**config.mk**
```make
export PLATFORM = sky130hd
export DESIGN_NAME = wb_data_sel
export DESIGN_NICKNAME = d
export VERILOG_FILES = /design/src/rtl/wb_sel_pkg.sv /design/src/rtl/wb_src_mux.sv /design/src/rtl/wb_data_sel.sv
export SDC_FILE = /design/constraint.sdc
export NUM_CORES = 1
export LEC_CHECK = 0
export ABC_AREA = 1
export BUFFER_PORTS_ARGS = -buffer_cell sky130_fd_sc_hd__buf_2
export CAP_MARGIN = 5
export CORE_AREA = 4 4 116 118
export DETAILED_ROUTE_END_ITERATION = 7
export DIE_AREA = 0 0 120 122
export HOLD_SLACK_MARGIN = 0.1
export PLACE_DENSITY = 0.89
export SLEW_MARGIN = 20
export SYNTH_ARGS = -nofsm -noshare
export SYNTH_HDL_FRONTEND = slang
export SYNTH_SLANG_ARGS = --single-unit
```
**constraint.sdc**
```tcl
create_clock -name clk -period 3.7 [get_ports clk]
set_clock_uncertainty 0.2 [all_clocks]
set_input_delay 0.37 -clock clk [delete_from_list [all_inputs] [get_ports clk]]
set_output_delay 0.37 -clock clk [all_outputs]
set_load 0.005 [all_outputs]
```
**src/rtl/wb_sel_pkg.sv**
```systemverilog
// Shared types and defaults for the write-back data selector.
// Holds the skid-buffer state enum, the entry struct and default constants.
package wb_sel_pkg;

  localparam int unsigned CONST_VAL_DEF = 227;
  localparam int          CONST_IDX_DEF = 3;

  localparam int DATA_W_DEF = 32;
  localparam int RD_W_DEF   = 5;

  typedef enum logic [1:0] {
    ST_EMPTY = 2'd0,
    ST_ONE   = 2'd1,
    ST_FULL  = 2'd2
  } wb_state_t;

  // Entry layout for the default widths; the
  // top re-declares it with its own widths.
  typedef struct packed {
    logic [DATA_W_DEF-1:0] data;
    logic [RD_W_DEF-1:0]   rd;
    logic                  err;
  } wb_entry_t;

endpackage

```
**src/rtl/wb_src_mux.sv**
```systemverilog
// Combinational write-back source selector with a constant slot.
// Ports: sel, in_data (flattened sources), rd -> data, err.
module wb_src_mux
  import wb_sel_pkg::*;
#(
  parameter int          DATA_W    = 32,
  parameter int          NUM_SRC   = 8,
  parameter int          SEL_W     = $clog2(NUM_SRC),
  parameter int          CONST_IDX = CONST_IDX_DEF,
  parameter int unsigned CONST_VAL = CONST_VAL_DEF,
  parameter int          RD_W      = 5
) (
  input  logic [SEL_W-1:0]          sel,
  input  logic [NUM_SRC*DATA_W-1:0] in_data,
  input  logic [RD_W-1:0]           rd,
  output logic [DATA_W-1:0]         data,
  output logic                      err
);

  logic [DATA_W-1:0] raw;

  always_comb begin
    raw = '0;
    err = 1'b0;
    if (int'(sel) >= NUM_SRC) begin
      err = 1'b1;
    end else if (int'(sel) == CONST_IDX) begin
      raw = DATA_W'(CONST_VAL);
    end else begin
      for (int i = 0; i < NUM_SRC; i++) begin
        if (int'(sel) == i) begin
          raw = in_data[i*DATA_W +: DATA_W];
        end
      end
    end
  end

  // $0 is hard-wired to zero in the register file.
  assign data = (rd == '0) ? '0 : raw;

endmodule

```
**src/rtl/wb_data_sel.sv**
```systemverilog
// Write-back data selector feeding a 2-entry skid buffer.
// Ports: clk, reset, in_valid/in_ready/in_sel/in_data/in_rd,
// out_valid/out_ready/out_data/out_rd/out_err.
// Optional WB_DATA_SEL_STATS_EN adds stall_cnt and err_cnt.
module wb_data_sel
  import wb_sel_pkg::*;
#(
  parameter int          DATA_W    = 32,
  parameter int          NUM_SRC   = 8,
  parameter int          SEL_W     = $clog2(NUM_SRC),
  parameter int          CONST_IDX = CONST_IDX_DEF,
  parameter int unsigned CONST_VAL = CONST_VAL_DEF,
  parameter int          RD_W      = 5
) (
  input  logic                      clk,
  input  logic                      reset,
  input  logic                      in_valid,
  output logic                      in_ready,
  input  logic [SEL_W-1:0]          in_sel,
  input  logic [NUM_SRC*DATA_W-1:0] in_data,
  input  logic [RD_W-1:0]           in_rd,
  output logic                      out_valid,
  input  logic                      out_ready,
  output logic [DATA_W-1:0]         out_data,
  output logic [RD_W-1:0]           out_rd,
`ifdef WB_DATA_SEL_STATS_EN
  output logic [31:0]               stall_cnt,
  output logic [15:0]               err_cnt,
`endif
  output logic                      out_err
);

  typedef struct packed {
    logic [DATA_W-1:0] data;
    logic [RD_W-1:0]   rd;
    logic              err;
  } entry_t;

  wb_state_t state;
  wb_state_t state_nxt;

  entry_t head;
  entry_t skid;
  entry_t new_ent;

  logic [DATA_W-1:0] mux_data;
  logic              mux_err;
  logic              accept;
  logic              pop;

  wb_src_mux #(
    .DATA_W   (DATA_W),
    .NUM_SRC  (NUM_SRC),
    .SEL_W    (SEL_W),
    .CONST_IDX(CONST_IDX),
    .CONST_VAL(CONST_VAL),
    .RD_W     (RD_W)
  ) u_mux (
    .sel    (in_sel),
    .in_data(in_data),
    .rd     (in_rd),
    .data   (mux_data),
    .err    (mux_err)
  );

  assign new_ent.data = mux_data;
  assign new_ent.rd   = in_rd;
  assign new_ent.err  = mux_err;

  assign accept = in_valid && in_ready;
  assign pop    = out_valid && out_ready;

  always_ff @(posedge clk) begin
    if (reset) begin
      state <= ST_EMPTY;
    end else begin
      state <= state_nxt;
    end
  end

  always_comb begin
    state_nxt = state;
    unique case (state)
      ST_EMPTY: begin
        if (accept) state_nxt = ST_ONE;
      end
      ST_ONE: begin
        if (accept && !pop) state_nxt = ST_FULL;
        else if (!accept && pop) state_nxt = ST_EMPTY;
      end
      ST_FULL: begin
        if (pop) state_nxt = ST_ONE;
      end
      default: state_nxt = ST_EMPTY;
    endcase
  end

  // Handshake flags decode the state register only,
  // so nothing on in_* reaches them combinationally.
  always_comb begin
    in_ready  = 1'b1;
    out_valid = 1'b0;
    unique case (1'b1)
      state == ST_ONE: begin
        in_ready  = 1'b1;
        out_valid = 1'b1;
      end
      state == ST_FULL: begin
        in_ready  = 1'b0;
        out_valid = 1'b1;
      end
      default: begin
        in_ready  = 1'b1;
        out_valid = 1'b0;
      end
    endcase
  end

  always_ff @(posedge clk) begin
    if (reset) begin
      head <= '0;
      skid <= '0;
    end else begin
      unique case (state)
        ST_EMPTY: begin
          if (accept) head <= new_ent;
        end
        ST_ONE: begin
          if (accept && pop) head <= new_ent;
          else if (accept) skid <= new_ent;
        end
        ST_FULL: begin
          if (pop) head <= skid;
        end
        default: ;
      endcase
    end
  end

  assign out_data = head.data;
  assign out_rd   = head.rd;
  assign out_err  = head.err;

`ifdef WB_DATA_SEL_STATS_EN
  always_ff @(posedge clk) begin
    if (reset) begin
      stall_cnt <= '0;
      err_cnt   <= '0;
    end else begin
      if (out_valid && !out_ready && stall_cnt != '1) begin
        stall_cnt <= stall_cnt + 32'd1;
      end
      if (accept && mux_err && err_cnt != '1) begin
        err_cnt <= err_cnt + 16'd1;
      end
    end
  end
`endif

endmodule

```
-- After elaboration in Yosys (flattened, before gate mapping)
Cells that the tools add are included.
- div/mod/pow operators: 0
- order comparisons: 0
- reductions and logical operators: 15
- multiply operators: 0
- add/subtract/negate cells: 0
- multiplexer cells: 20
- bitwise logic cells: 1
- eq/ne operators: 13
- shift-type cells: 0
- operators with widths (kind ; number):
    $mux W32 ; 9
    $mux W38 ; 3
    $pmux W38 S3 ; 1
    $eq A3 B3 Y1 const B ; 4
    $mux W2 ; 4
    $eq A3 B2 Y1 const B ; 2
    $pmux W2 S3 ; 1
    $reduce_and A3 Y1 ; 2
    $logic_and A1 B1 Y1 ; 5
    $logic_not A5 Y1 ; 1
    $ne A2 B2 Y1 const B ; 2
    $reduce_and A4 Y1 ; 1
    $eq A3 B1 Y1 const B ; 1
    $logic_not A3 Y1 ; 1
    $ne A3 B3 Y1 const B ; 1
    $reduce_bool A3 Y1 ; 1
    $eq A2 B1 Y1 const B ; 1
    $eq A2 B2 Y1 const B ; 1
    $logic_not A1 Y1 ; 2
    $logic_not A2 Y1 ; 1
    $mux W1 ; 2
    $ne A2 B1 Y1 const B ; 1
    $reduce_or A2 Y1 ; 1
    $not A1 Y1 ; 1
- bits of input ports: 268
- output and inout port bits: 40
- register bits after elaboration: 77
- memories kept: 0
- memory bits (writable): 0
- logic and storage cells: 55
- ROM bits: 0
- latch bits: 0

-- Depth between registers and ports, before layout
Gate-level depths: netlist of run 1.
- depth after elaboration: 12
- depth in mapped cells: 13
- gate-level depth less buffers: 11

-- Modules after synthesis
A second synthesis of run 1 with hierarchy kept.
- cell total of the unflattened synthesis: 1051
- area, all modules: 5868.1 um^2
- modules (own cells, without submodules) (module ; seq. area each (um^2) ; cells each ; area each (um^2) ; times used):
    wb_data_sel ; 1561.5 ; 575 ; 3762.4 ; 1
    wb_src_mux ; 0.0 ; 476 ; 2105.8 ; 1

-- Worst setup path before layout of run 1
OpenSTA, ideal clock, no wires.
- path type: reg2reg
- from: register state[0]
- to: register head (netlist bit out_data[14])
- library setup time: 139 ps
- period minus slack after synthesis: 2138 ps
- path slack: 1562 ps
- data required time: 3361 ps
- buffers on the path: 2
- arrival time: 1799 ps
- stages on the path, launching flop included: 14
- path through: dfxtp_1 inv_1 ha_1 nand2_1 inv_1 ha_1 inv_1 a21oi_1 nand2_1 buf_4 clkbuf_1 nor2_1 nand2_1 a21oi_2
- word-level cells in the longest chain between the ends: 7
- elaborated cells between the ends (all ways): 15
- classes of those cells: eq/ne (5); mux (3); reduce/logical (7)
- RTL lines (what ; line ; RTL):
    start: declaration ; wb_data_sel.sv:39 ; wb_state_t state;
    start signal: assignment ; wb_data_sel.sv:77 ; state <= state_nxt;
    $eq A2 B1 Y1 or $eq A2 B2 Y1 (tied branches) ; wb_data_sel.sv:104, wb_data_sel.sv:108 ;
    $reduce_or A2 Y1 (no line) (*) ; -- ;
    $mux W1 (*) ; wb_data_sel.sv:103 ; unique case (1'b1)
    named net out_valid ; wb_data_sel.sv:22 ; output logic out_valid,
    $logic_and A1 B1 Y1 (*) ; wb_data_sel.sv:71 ; assign pop = out_valid && out_ready;
    $logic_and A1 B1 Y1 ; wb_data_sel.sv:129 ; if (accept && pop) head <= new_ent;
    $ne A2 B1 Y1 (no line) ; -- ;
    $reduce_and A4 Y1 (no line) (*) ; -- ;
    end signal: assignment ; wb_data_sel.sv:126 ; if (accept) head <= new_ent;
    end signal: assignment ; wb_data_sel.sv:129 ;
    end signal: assignment ; wb_data_sel.sv:133 ; if (pop) head <= skid;
    end: declaration ; wb_data_sel.sv:42 ; entry_t head;
The timed path passes the listed nets; every way through them passes the cells marked *.
A chain may end at the register's enable or synchronous reset.

-- Worst setup path after layout of run 1
- from: register state[0]
- to: register head (netlist bit out_data[30])
- word-level cells in the longest chain between the ends: 7
- elaborated cells between the ends (all ways): 15
- classes of those cells: eq/ne (5); mux (3); reduce/logical (7)
- RTL lines (what ; line):
    $eq A2 B1 Y1 or $eq A2 B2 Y1 (tied branches) ; wb_data_sel.sv:104, wb_data_sel.sv:124, wb_data_sel.sv:108
    $reduce_or A2 Y1 (no line) ; --
    $mux W1 ; wb_data_sel.sv:103
    $logic_and A1 B1 Y1 ; wb_data_sel.sv:71
    $logic_and A1 B1 Y1 ; wb_data_sel.sv:129
    $ne A2 B1 Y1 (no line) ; --
    $reduce_and A4 Y1 (no line) ; --
Parallel ways exist; a longest one is shown, timed or not.

==> results of run 1 <==
-- layout make-up --
type,count,area share [%]
clock buffers,9,3.23
clock inverters,7,1.15
inverters,51,2.78
multi-input cells,700,46.4
flip-flops and latches,76,21.8
well taps,172,3.09
repair buffers,287,21.5
-- critical path: stages, from the launching register on --
cell and delay [ps]:
dfxtp_1 380, inv_1 100, ha_1 340, nor2_1 230
ha_1 180, inv_1 40, a21oi_1 150, nand2_2 330
buf_4 390, nor2_1 130, nand2_1 80, a21oi_1 120
-- synth_stat cells --
| master | count | area share (%) |
|---|---|---|
| nand2_1 | 266 | 19 |
| nor2_1 | 170 | 12 |
| a21oi_1 | 85 | 8.1 |
| dfxtp_1 | 76 | 29 |
| nand4_1 | 62 | 7.4 |
| o21ai_0 | 50 | 4.8 |
| inv_1 | 43 | 3.1 |
| clkbuf_1 | 34 | 2.4 |
| buf_2 | 17 | 1.6 |
| nand3_1 | 13 | 1.2 |
| nand2_2 | 11 | 1.3 |
| a21oi_2 | 10 | 1.7 |
| o211ai_1 | 9 | 1.3 |
| ha_1 | 7 | 1.7 |
| a31oi_1 | 5 | 0.60 |
| inv_2 | 5 | 0.36 |
| buf_4 | 4 | 0.57 |
| buf_6 | 4 | 0.86 |
| buf_1 | 3 | 0.21 |
| clkinv_1 | 2 | 0.14 |
| nor2_4 | 2 | 0.43 |
| nor3_1 | 2 | 0.19 |
| nor3_2 | 2 | 0.38 |
| nor3_4 | 2 | 0.62 |
| a211oi_1 | 1 | 0.14 |
| conb_1 | 1 | 0.072 |
| inv_4 | 1 | 0.12 |
| nand3_2 | 1 | 0.19 |
| o21ai_2 | 1 | 0.17 |
-- cell families after synthesis --
| kind of cell | count (synthesis) |
|---|---|
| and+or+nand+nor | 531 |
| AOI/OAI and AO/OA | 161 |
| buffers and inverters | 113 |
| DFF | 76 |
| adders and majority gates | 7 |
| other | 1 |
-- per-stage QoR --
stage | cells | total power, mW | hold slack [ps]
4_1_cts | 1302 | 3.64 | 109
3_3_place_gp | 1284 | 2.68 | 250
3_5_place_dp | 1284 | 2.72 | 253
2_1_floorplan | 889 | 2.18 | 247
5_1_grt | 1302 | 3.89 | 119
6_report | 1302 | 3.63 | 116
-- report_power, final --
part / internal [mW] / switching (mW) / leakage (nW)
clock network: 0.532 / 0.374 / 0.143
registers: 1.10 / 0.148 / 0.622
logic: 0.561 / 0.914 / 2.91
total: 2.19 / 1.44 / 3.67
-- state kept, by name, summed over array words and instances (netlist names) --
name / cells
skid: 37
out_rd: 5
state: 2
out_data: 32
-- per-layer routing --
metal | global-route usage (%) | wire (um) | vias up
li1 | - | - | 3370
met1 | 31.2 | 7700 | 2987
met2 | 44.5 | 9340 | 409
met3 | 5.85 | 2110 | 66
met4 | 11.5 | 850 | 0
met5 | 0 | 0 | -
-- timing repair --
action                                 in CTS  in global routing
hold buffers                                2                  0
resized for setup                           0                  0
endpoints found under the hold margin       2                  0
-- cells in the final DEF, fill, tap and decap left out, types with 10 or more instances in the layout --
cell,instances
nand2_2,12
a21oi_1,85
a21oi_2,10
dfxtp_1,76
nand3_1,13
buf_2,274
nand4_1,62
nor2_1,170
inv_1,43
nand2_1,265
o21ai_0,50
-- worst max path at each step --
| stage | slack [ps] | endpoint | startpoint | depth (start not counted) |
|---|---|---|---|---|
| 2_1_floorplan | 1560 | out_data[14] | state[0] | 13 |
| 3_3_place_gp | 930 | out_data[12] | in_sel[2] | 10 |
| 3_5_place_dp | 880 | out_data[12] | in_sel[2] | 10 |
| 4_1_cts | 980 | out_data[2] | state[0] | 11 |
| 5_1_grt | 690 | out_data[30] | state[0] | 11 |
| 6_report | 970 | out_data[30] | state[0] | 11 |
==> flow_summary.toml, run 1 <==
[logic_synthesis]
ys_warn_count = 0
synth_top_family_by_area = "simple AND/OR/NAND/NOR gates"
ys_types = 29
synth_area_sq_um = 5240
netlist_instances = 889
ys_seq_area_share_pct = 29.0
synth_nets = 1164
synth_xor_area_share_pct = 0
synth-simple-area-share_pct = 43.0
synth_fa_ha_area_share_pct = 1.67
synth_compound_area_share_pct = 16.8
synthMuxAreaShare_pct = 0
syn_avg_cell_area_sq_um = 5.89
synth_seq_cells = 76

[drt]
postRouteAntennaNets = 0
vias = 6832
drt_iter0_markers = 659
drt-wirelength-per-cell_um = 15.4
vias_per_cell = 5.25
wirelength_mm = 20.0
dr.pass1.iters = 5
route.detailed.drc = 0

[setup_path]
reg2reg_slack_ps = 970
start_kind = "flop"
worst_setup_path_end_kind = "flop"
cp.arrival_ps = 2790
r2r-end = "out_data[30]"
ff2ff_path_depth = 11
cp_max_fo = 40
cp_data_required_time_ps = 3760
reg2reg_from = "state[0]"
path_class = "flop to flop"

[min_path]
min_from = "in_rd[3]"
min_delay_path_depth = 3
hold-path-endpoint = "out_rd[3]"
hold_class = "input pin to flop"

[global_routing]
grt_overflow = 0
grt_start_max_net_pins = 72
first_global_vias = 6244
antenna_found_initial = 0
grt_pass1_wl_mm = 30.6
grt_use_total_pct = 26.0

[cells_and_area]
final_area_sq_um = 6970
drive_above_1_share_pct = 29.8
area_growth_pct = 33.1
multi_input_area_sq_um = 3240
fin_nets = 1400
regArea_sq_um = 1520
diodes = 0
fill_cells = 1253
fin_util_pct = 55.9

[cts]
clk_pin_slew_ps = 70
cts-root-buf = "clkbuf_16"
cts-htree-levels = 3
numClockSinks = 76
cts_tree = "done"
cts_buffers = 9
insertion_delay_ps = 340
postCtsSetupBuffers = 0
cts_max_path_buffers = 2

[run_status]
outcome = "finished clean"

[power_and_ir_drop]
ir_worst_vdd_v = 0.000327
power.leakage_nw = 3.67
powerDensity_nw_per_um2 = 520

[floorplanning]
die_y_um = 122
core_sq_um = 12500
fp.dieW_um = 120
num_io_pins = 308
num_rows = 41
initial_utilization_pct = 42.0
dieArea_sq_um = 14600

[timing]
fin_crit_ps = 2730
slew_violations = 0
worst_slack_ps = 973
slew_headroom_pct = 31.8
rsz0062_at_grt = "no"
tns_ps = 0
min_period_over_period_pct = 73.7
fmax_mhz = 367
worstMarginPinSlew_ps = 1020
hold_violations = 0
setup_violations = 0

[place]
gp_congestion = 0.969
place_area_sq_um = 6650
post-place-ws_ps = 884
portBuffers = 274
post-dp-hpwl_mm = 14.9

[flow_run]
cap_viol_max_count = 0
No activity file was read; power rests on OpenSTA's default activity.
==> run 2, diff against run 1 <==
ABC_AREA = 0   (was 1)
PLACE_DENSITY = 0.87   (was 0.89)
clock period = 2.55 ns   (was 3.7 ns; I/O delays follow)
==> run 2 against run 1 <==
Effect of this change:
- power grew 27%
- synthesized area shrank 3.2%
- non-clock buffer count grew 20
- synthesized cell count shrank 33%
- first-iteration DRC count shrank 37%
- final area grew 1.3%
- worst hold slack gained 9.5 ps
- flip-flop and latch count is the same
- utilization grew 0.74 points
- wire length shrank 8.8%
==> flow_summary.toml, run 2 <==
[drt]
dr.pass1.iters = 5
vias_per_cell = 5.53
met2RoutedLength_mm = 8.90
drt-wirelength-per-cell_um = 17.6
route.met3.wl_mm = 1.27
drt_iter0_markers = 412
postRouteAntennaNets = 0
route.detailed.drc = 0
wl_met1_mm = 7.56
wirelength_mm = 18.2
dr.max_layer_used = "met5"
vias = 5717

[logic_synthesis]
yosysMostFrequentCell = "mux2i_1"
netlist_top_cells_area = "dfxtp_1 30%, mux2i_1 18%, nand2_1 5.2%"
synth_top_family_by_area = "compound AO/OA/AOI/OAI gates"
netlist_instances = 599
yosys.area.top_type = "dfxtp_1"
ys_types = 48
synthTopCellsByCount = "89 x mux2i_1, 76 x dfxtp_1, 70 x nand2_1"
synth_xor_area_share_pct = 0
synth_nets = 874
synth_compound_area_share_pct = 27.9
synth_top_flop_cell = "dfxtp_1"
synth_top_area_share_pct = 30.0
synth_seq_cells = 76
synthMuxAreaShare_pct = 19.1
ys_async_sr_fraction_pct = 0
syn_avg_cell_area_sq_um = 8.47
ys_warn_count = 0
synth_fa_ha_area_share_pct = 1.73
synth-simple-area-share_pct = 14.1
synth_area_sq_um = 5070
synth_edf_count = 0
ys_seq_area_share_pct = 30.0

[timing]
worstMarginPinSlew_ps = 729
hold_violations = 0
tns_ps = 0
slew_violations = 0
setup_violations = 0
worst_slack_ps = 116
fin_crit_ps = 2430
slew_headroom_pct = 51.3
min_period_over_period_pct = 95.4
fmax_mhz = 411

[floorplanning]
num_io_pins = 308
num_rows = 41
core_sq_um = 12500
fp.dieW_um = 120
initial_utilization_pct = 40.7
die_y_um = 122
dieArea_sq_um = 14600

[setup_path]
cp.arrival_ps = 2500
crit_start = "state[0]"
cp_data_required_time_ps = 2620
start_kind = "flop"
worst_setup_path_end_kind = "flop"
cp_max_fo = 19
path_class = "flop to flop"
reg2reg_from = "state[0]"

[min_path]
hold_class = "input pin to flop"
min_from = "reset"

[cells_and_area]
regMostFlops = "skid"
largest_reg_flops = 37
drive_above_1_share_pct = 39.1
fin_nets = 1132
multi_input_area_sq_um = 3230
regArea_sq_um = 1530
fin_util_pct = 56.7
final_cell_mix = "273 x buf_2, 89 x mux2i_1, 74 x dfxtp_1, 70 x nand2_1, 51 x nor2_1"
final_common_cell = "buf_2"
area_growth_pct = 39.3
diodes = 0
fill_cells = 1173

[cts]
numClockSinks = 76
cts_tree = "done"
cts-root-buf = "clkbuf_16"
cts_max_path_buffers = 2
insertion_delay_ps = 350
clk_pin_slew_ps = 60
cts_buffers = 9
cts-htree-levels = 3

[global_routing]
grt_start_max_net_pins = 44
antenna_found_initial = 2
grt_pass1_wl_mm = 28.1
grt_use_total_pct = 24.2
first_global_vias = 5638
grt_overflow = 0

[place]
post-dp-hpwl_mm = 13.8
post-place-ws_ps = 52.5
portBuffers = 274
gp_congestion = 0.847

[power_and_ir_drop]
powerDensity_nw_per_um2 = 652
power.leakage_nw = 3.25
power.total_mw = 4.61
ir_worst_vdd_v = 0.000300

[run_status]
outcome = "finished clean"

[flow_run]
cap_viol_max_count = 0
## run 2: metrics by stage
stage                     std cells  area, sq um  hold WS, ps
final                          1034         7070          126
after global routing           1034         7070          149
after CTS                      1033         7050          110
after detailed placement       1010         6670          241
after global placement         1010         6670          232
after floorplan                 599         5080          191
## run 2: layout make-up
type                       count  area share (%)
tap                          172            3.05
inverter                      10           0.531
sequential                    76            21.6
clock buffer                   9            3.19
clock inverter                 7            1.10
multi-input combinational    453            45.7
timing repair buffer         307            24.8
## run 2: worst paths after layout
check | cells after the start | endpoint | slack [ps]
worst min-delay path | 2 | skid[2] | 130
worst max-delay path | 11 | out_data[16] | 120
worst max register to register | 11 | out_data[16] | 120
worst min register to register | 2 | skid[14] | 250
## run 2: timing repair
item	4_1_cts	5_1_grt
gates resized for setup	0	4
hold buffers	7	0
endpoints found under the hold margin	12	0
endpoints found under the setup margin	0	35
buffers inserted	0	1
## run 2: power breakdown
| group | total (mW) | internal, mW | switching, mW |
|---|---|---|---|
| registers | 1.59 | 1.45 | 0.136 |
| logic | 1.73 | 0.808 | 0.919 |
| clock network | 1.29 | 0.762 | 0.530 |
| total | 4.61 | 3.02 | 1.59 |
## run 2: worst max-delay path: stages (launching register included)
cell and delay, ps:
dfxtp_4 360, inv_1 60, ha_1 310, nand2_1 90, inv_1 50, ha_1 200, nor2b_2 150, a2111oi_4 60
buf_4 190, buf_12 150, or3b_2 440, o211ai_1 100
## run 2: per-layer routing
| metal | up-vias | GRT usage (%) |
|---|---|---|
| li1 | 2784 | - |
| met1 | 2643 | 29.9 |
| met3 | 41 | 5.43 |
| met5 | - | 0 |
| met4 | 4 | 9.45 |
| met2 | 245 | 41.0 |
## run 2: cell families (layout without fill, tap and decap cells)
| group | after synthesis | after routing |
|---|---|---|
| compound gates | 195 | 195 |
| fa+ha+maj | 7 | 7 |
| buf+inv | 70 | 333 |
| flops | 76 | 76 |
| mux | 93 | 93 |
| other cells | 1 | 1 |
| simple gates | 157 | 157 |
